$ cat src/rtl/pipelined_conditional_sum_adder.sv
// Two-stage conditional-sum adder with valid/ready flow control on both sides.
// Define CSA_OVERFLOW_EN to add the registered signed-overflow output.
module pipelined_conditional_sum_adder #(
    parameter int WIDTH       = 32,
    parameter int BLOCK_WIDTH = 4
) (
    input  logic             clk,
    input  logic             rst_n,
    input  logic             in_valid,
    output logic             in_ready,
    input  logic [WIDTH-1:0] a,
    input  logic [WIDTH-1:0] b,
    input  logic             carry_in,
    output logic             out_valid,
    input  logic             out_ready,
    output logic [WIDTH-1:0] sum,
    output logic             carry_out
`ifdef CSA_OVERFLOW_EN
    ,
    output logic             overflow
`endif
);

    generate
        if (WIDTH < 1 || BLOCK_WIDTH < 1 || (WIDTH % BLOCK_WIDTH) != 0) begin : g_bad_cfg
            $error("WIDTH must be >= 1 and a multiple of BLOCK_WIDTH");
        end
    endgenerate

    localparam int NB = WIDTH / BLOCK_WIDTH;
    localparam logic [BLOCK_WIDTH:0] ONE = {{BLOCK_WIDTH{1'b0}}, 1'b1};

    logic [NB-1:0][BLOCK_WIDTH:0] s0_d;
    logic [NB-1:0][BLOCK_WIDTH:0] s1_d;
    logic [NB-1:0][BLOCK_WIDTH:0] s0_q;
    logic [NB-1:0][BLOCK_WIDTH:0] s1_q;
    logic                         cin_q;
    logic                         s1_valid;
    logic                         adv1;
    logic                         adv2;
    logic [NB:0]                  c;
    logic [WIDTH-1:0]             sum_d;

    assign adv2     = ~out_valid | out_ready;
    assign adv1     = ~s1_valid | adv2;
    assign in_ready = adv1;

    // Each block speculates on both possible carry-ins.
    always_comb begin
        s0_d = '0;
        s1_d = '0;
        for (int i = 0; i < NB; i++) begin
            s0_d[i] = {1'b0, a[i*BLOCK_WIDTH +: BLOCK_WIDTH]}
                    + {1'b0, b[i*BLOCK_WIDTH +: BLOCK_WIDTH]};
            s1_d[i] = {1'b0, a[i*BLOCK_WIDTH +: BLOCK_WIDTH]}
                    + {1'b0, b[i*BLOCK_WIDTH +: BLOCK_WIDTH]}
                    + ONE;
        end
    end

    always_comb begin
        c     = '0;
        sum_d = '0;
        c[0]  = cin_q;
        for (int i = 0; i < NB; i++) begin
            sum_d[i*BLOCK_WIDTH +: BLOCK_WIDTH] = c[i] ? s1_q[i][BLOCK_WIDTH-1:0]
                                                       : s0_q[i][BLOCK_WIDTH-1:0];
            c[i+1] = c[i] ? s1_q[i][BLOCK_WIDTH] : s0_q[i][BLOCK_WIDTH];
        end
    end

    always_ff @(posedge clk or negedge rst_n) begin
        if (!rst_n) begin
            s1_valid <= 1'b0;
            s0_q     <= '0;
            s1_q     <= '0;
            cin_q    <= 1'b0;
        end else if (adv1) begin
            s1_valid <= in_valid;
            if (in_valid) begin
                s0_q  <= s0_d;
                s1_q  <= s1_d;
                cin_q <= carry_in;
            end
        end
    end

    always_ff @(posedge clk or negedge rst_n) begin
        if (!rst_n) begin
            out_valid <= 1'b0;
            sum       <= '0;
            carry_out <= 1'b0;
        end else if (adv2) begin
            out_valid <= s1_valid;
            if (s1_valid) begin
                sum       <= sum_d;
                carry_out <= c[NB];
            end
        end
    end

`ifdef CSA_OVERFLOW_EN
    // Carry into the MSB is recovered from the chosen sum bit and a^b at the MSB.
    logic msb_x_q;
    logic ovf_d;

    assign ovf_d = c[NB] ^ sum_d[WIDTH-1] ^ msb_x_q;

    always_ff @(posedge clk or negedge rst_n) begin
        if (!rst_n) begin
            msb_x_q <= 1'b0;
        end else if (adv1 && in_valid) begin
            msb_x_q <= a[WIDTH-1] ^ b[WIDTH-1];
        end
    end

    always_ff @(posedge clk or negedge rst_n) begin
        if (!rst_n) begin
            overflow <= 1'b0;
        end else if (adv2 && s1_valid) begin
            overflow <= ovf_d;
        end
    end
`endif

endmodule

$ cat config.mk
export PLATFORM = sky130hd
export DESIGN_NAME = pipelined_conditional_sum_adder
export DESIGN_NICKNAME = d
export VERILOG_FILES = /design/src/rtl/pipelined_conditional_sum_adder.sv
export SDC_FILE = /design/constraint.sdc
export NUM_CORES = 1
export LEC_CHECK = 0
export CELL_PAD_IN_SITES_DETAIL_PLACEMENT = 1
export CELL_PAD_IN_SITES_GLOBAL_PLACEMENT = 1
export CORE_MARGIN = 2
export CORE_UTILIZATION = 43
export CTS_BUF_LIST = sky130_fd_sc_hd__clkbuf_8
export CTS_CLUSTER_SIZE = 14
export DETAILED_ROUTE_END_ITERATION = 6
export PLACE_DENSITY_LB_ADDON = 0.08
export SLEW_MARGIN = 20
export SYNTH_ARGS = -nofsm -noshare
export SYNTH_HDL_FRONTEND = slang
export SYNTH_SLANG_ARGS = --single-unit
$ cat constraint.sdc
create_clock -name clk -period 2.35 [get_ports clk]
set_input_delay 0.3525 -clock clk [delete_from_list [all_inputs] [get_ports clk]]
set_output_delay 0.3525 -clock clk [all_outputs]
set_load 0.1 [all_outputs]
==> impl_metrics.csv <==
group,metric,value,unit
critical_path,crit_arrival,2.43,ns
power_and_ir_drop,leakage,3.62,nW
critical_path,reg2reg_from,"s0_q[14]",
routing,post-route-drc-count,0,
synth,synthCells,589,
sta,slew_viol_final,0,
critical_path,r2r_slack,0.24,ns
global_route,grt.overflow.total,0,
layout,layout_common_cells,"dfrtp_1 (115), nand2_1 (74), clkdlybuf4s50_1 (67)",
sta,rsz0062_at_grt,"false",
layout,diodes,0,
synth,yosys.cell_types.count,40,
synth,syn_nets,706,
synth,syn_avg_cell_area,10.6,um2
global_route,antenna_found_initial,0,
power_and_ir_drop,power_frac_comb,46.0,%
routing,firstDrtPassIters,4,
clock_network,clk-insertion-delay-late,0.44,ns
clock_network,cts_tree,"yes",
layout,drive_gt1_share,17.7,%
routing,wl_per_cell,15.4,um
sta,finalHoldViolCount,0,
placed_design,numPortBuffers,103,
sta,slew_headroom,67.3,%
power_and_ir_drop,power_frac_seq,34.8,%
synth,synth_top_area_share,46.5,%
power_and_ir_drop,p_sw,3.77,mW
routing,detail-route-antenna-nets,0,
placed_design,dp_hpwl,10600,um
placed_design,routabilityCongestion,0.784,
floorplan,core_area,14400,um2
floorplan,die-area,15500,um2
sta,setup_violations,0,
sta,tns,0,ns
critical_path,worst_setup_path_start_kind,"register",
synth,yosysWarnings,0,
sta,worst_hold_slack,0.412,ns
min_path,hp-class,"input port to async pin",
power_and_ir_drop,peakVddDrop,596,uV
floorplan,rows,44,
global_route,grtUsageTotal,19.3,%
clock_network,cts_root_buf,"clkbuf_8",
layout,syn_to_final_growth,26.6,%
floorplan,die_h,124,um
layout,final_common_cell,"dfrtp_1",
sta,max_freq,0.473,GHz
power_and_ir_drop,powerDensity,1060,nW/um2
synth,ys.flop_type,"dfrtp_1",
global_route,grt_pass1_wl,24100,um
critical_path,cp.depth,6,
floorplan,die_w,124,um
power_and_ir_drop,power,8.36,mW
flow_run,drv_cap,0,
synth,ys_seq_area_share,46.5,%
global_route,grt_pass1_vias,5051,
synth,ys_ff_latch,116,
critical_path,required,2.66,ns
sta,period_share,89.9,%
status,status,"finished clean",
power_and_ir_drop,p_int,4.60,mW
critical_path,cp_max_fo,7,
sta,min_period,2.11,ns
layout,stdcell_area,7900,um2
routing,vias,4650,
critical_path,r2r_cells,6,
clock_network,post_cts_buffers,0,
routing,routed_wl,13800,um
synth,synth-async-reset-ratio,100,%
floorplan,initial_core_util,43.4,%
critical_path,startpoint,"s0_q[14]",
critical_path,cp_slowest_cell,"or3b_2",
floorplan,io_pins,104,
synth,synth_largest_area_cell,"dfrtp_1",
routing,via_per_inst,5.18,
critical_path,cp_top_family,"simple AND/OR/NAND/NOR gates",
clock_network,clockBufferDepth,2,
power_and_ir_drop,switching_share,45.0,%
critical_path,critPathKind,"register to register",
global_route,grt_max_degree,45,
synth,yosys-top-cells-area,"dfrtp_1 (47%), ha_1 (8.0%), mux2_2 (6.5%), o21ai_0 (5.9%), nand2_1 (4.5%)",
clock_network,clk_pin_slew,0.07,ns
layout,fin_util,55.0,%
clock_network,cts_buffers,17,
clock_network,cts_resized,0,
clock_network,cts_max_level,4,
layout,nNetsFinal,819,
synth,synth_edf_count,0,
placed_design,place_area,7550,um2
critical_path,cp_num_buf_inv,0,
critical_path,end_kind,"register",
critical_path,cp_cell_sequence,"or3b_2 > a21oi_2 > or2_1 > nor3_2 > o21ai_0 > a31oi_1",
critical_path,critPathMaxStageDelay,0.50,ns
power_and_ir_drop,pwr-share-clk,19.2,%
synth,syn_area,6240,um2
sta,clock_skew,0.00849,ns
sta,worst_slew_pin_slew,0.491,ns
routing,dr.first_iter.drc_count,156,
clock_network,numClockSinks,116,
## cell families (layout without fill, tap and decap cells)
kind of cell	count (synthesis)	in the layout	share of synthesized area (%)
xor gates and xnor gates	40	40	5.62
DFF	116	116	46.5
buffers and inverters	45	169	3.01
AOI/OAI and AO/OA	132	132	12.5
adders and majority gates	48	48	10.6
and+or+nand+nor	147	147	10.6
muxes	61	61	11.1
## cell usage after synthesis, types with 12 or more instances
library cell,instances
dfrtp_1,116
nand2_1,75
o21ai_0,74
ha_1,40
mux2_2,36
nand3_1,32
xnor2_1,29
inv_1,22
mux2i_1,22
nor2_1,20
clkbuf_1,19
a31oi_1,13
a21oi_1,12
## flip-flops by register name (all words and copies together) (netlist names)
signal and count:
out_valid 1, s1_valid 1, cin_q 1, s0_q 40, sum 32, s1_q 40, carry_out 1
## power by group through the flow
stage	clock network [mW]	logic (mW)	registers [mW]
final	1.60	3.85	2.91
after global placement	0	3.81	2.92
after detailed placement	0	3.88	2.95
after global routing	1.74	4.11	3.00
after CTS	1.66	3.89	2.92
after floorplan	0	1.39	4.45
## through the flow
step	worst slack (ns)	instances
floorplan	-0.202	589
global placement	0.0607	866
detailed placement	-0.00295	866
CTS	0.236	897
global route	0.0484	897
finish	0.237	897
## area by class of cell
| cell class | instances | area [um2] |
|---|---|---|
| fillers | 1555 | 6470 |
| multi-input cells | 428 | 3190 |
| flip-flops and latches | 116 | 2910 |
| repair buffers | 117 | 1150 |
| clock buffers | 19 | 262 |
| well taps | 184 | 230 |
| inverters | 22 | 82.6 |
| clock inverters | 11 | 73.8 |
## final timing paths
| kind | to |
|---|---|
| max in group asynchronous | s1_q[30] |
| worst min register to register | s1_q[15] |
| worst max-delay path | sum[21] |
| worst min-delay path | sum[16] |
| min in group clk | s1_q[15] |
| worst max register to register | sum[21] |
## metal layers
layer	vias up	share of wire [%]	track usage [%]
li1	2272	-	-
met1	2284	44	22.8
met2	72	52	33.9
met3	22	2.9	4.47
met4	0	1.8	7.47
met5	-	0	0
## what timing repair did
action                                 in CTS  in global routing
hold buffers                                1                  0
endpoints found under the hold margin      32                  0
setup endpoints to repair                   0                  0
Note: power is estimated with default switching activity, not from simulation.
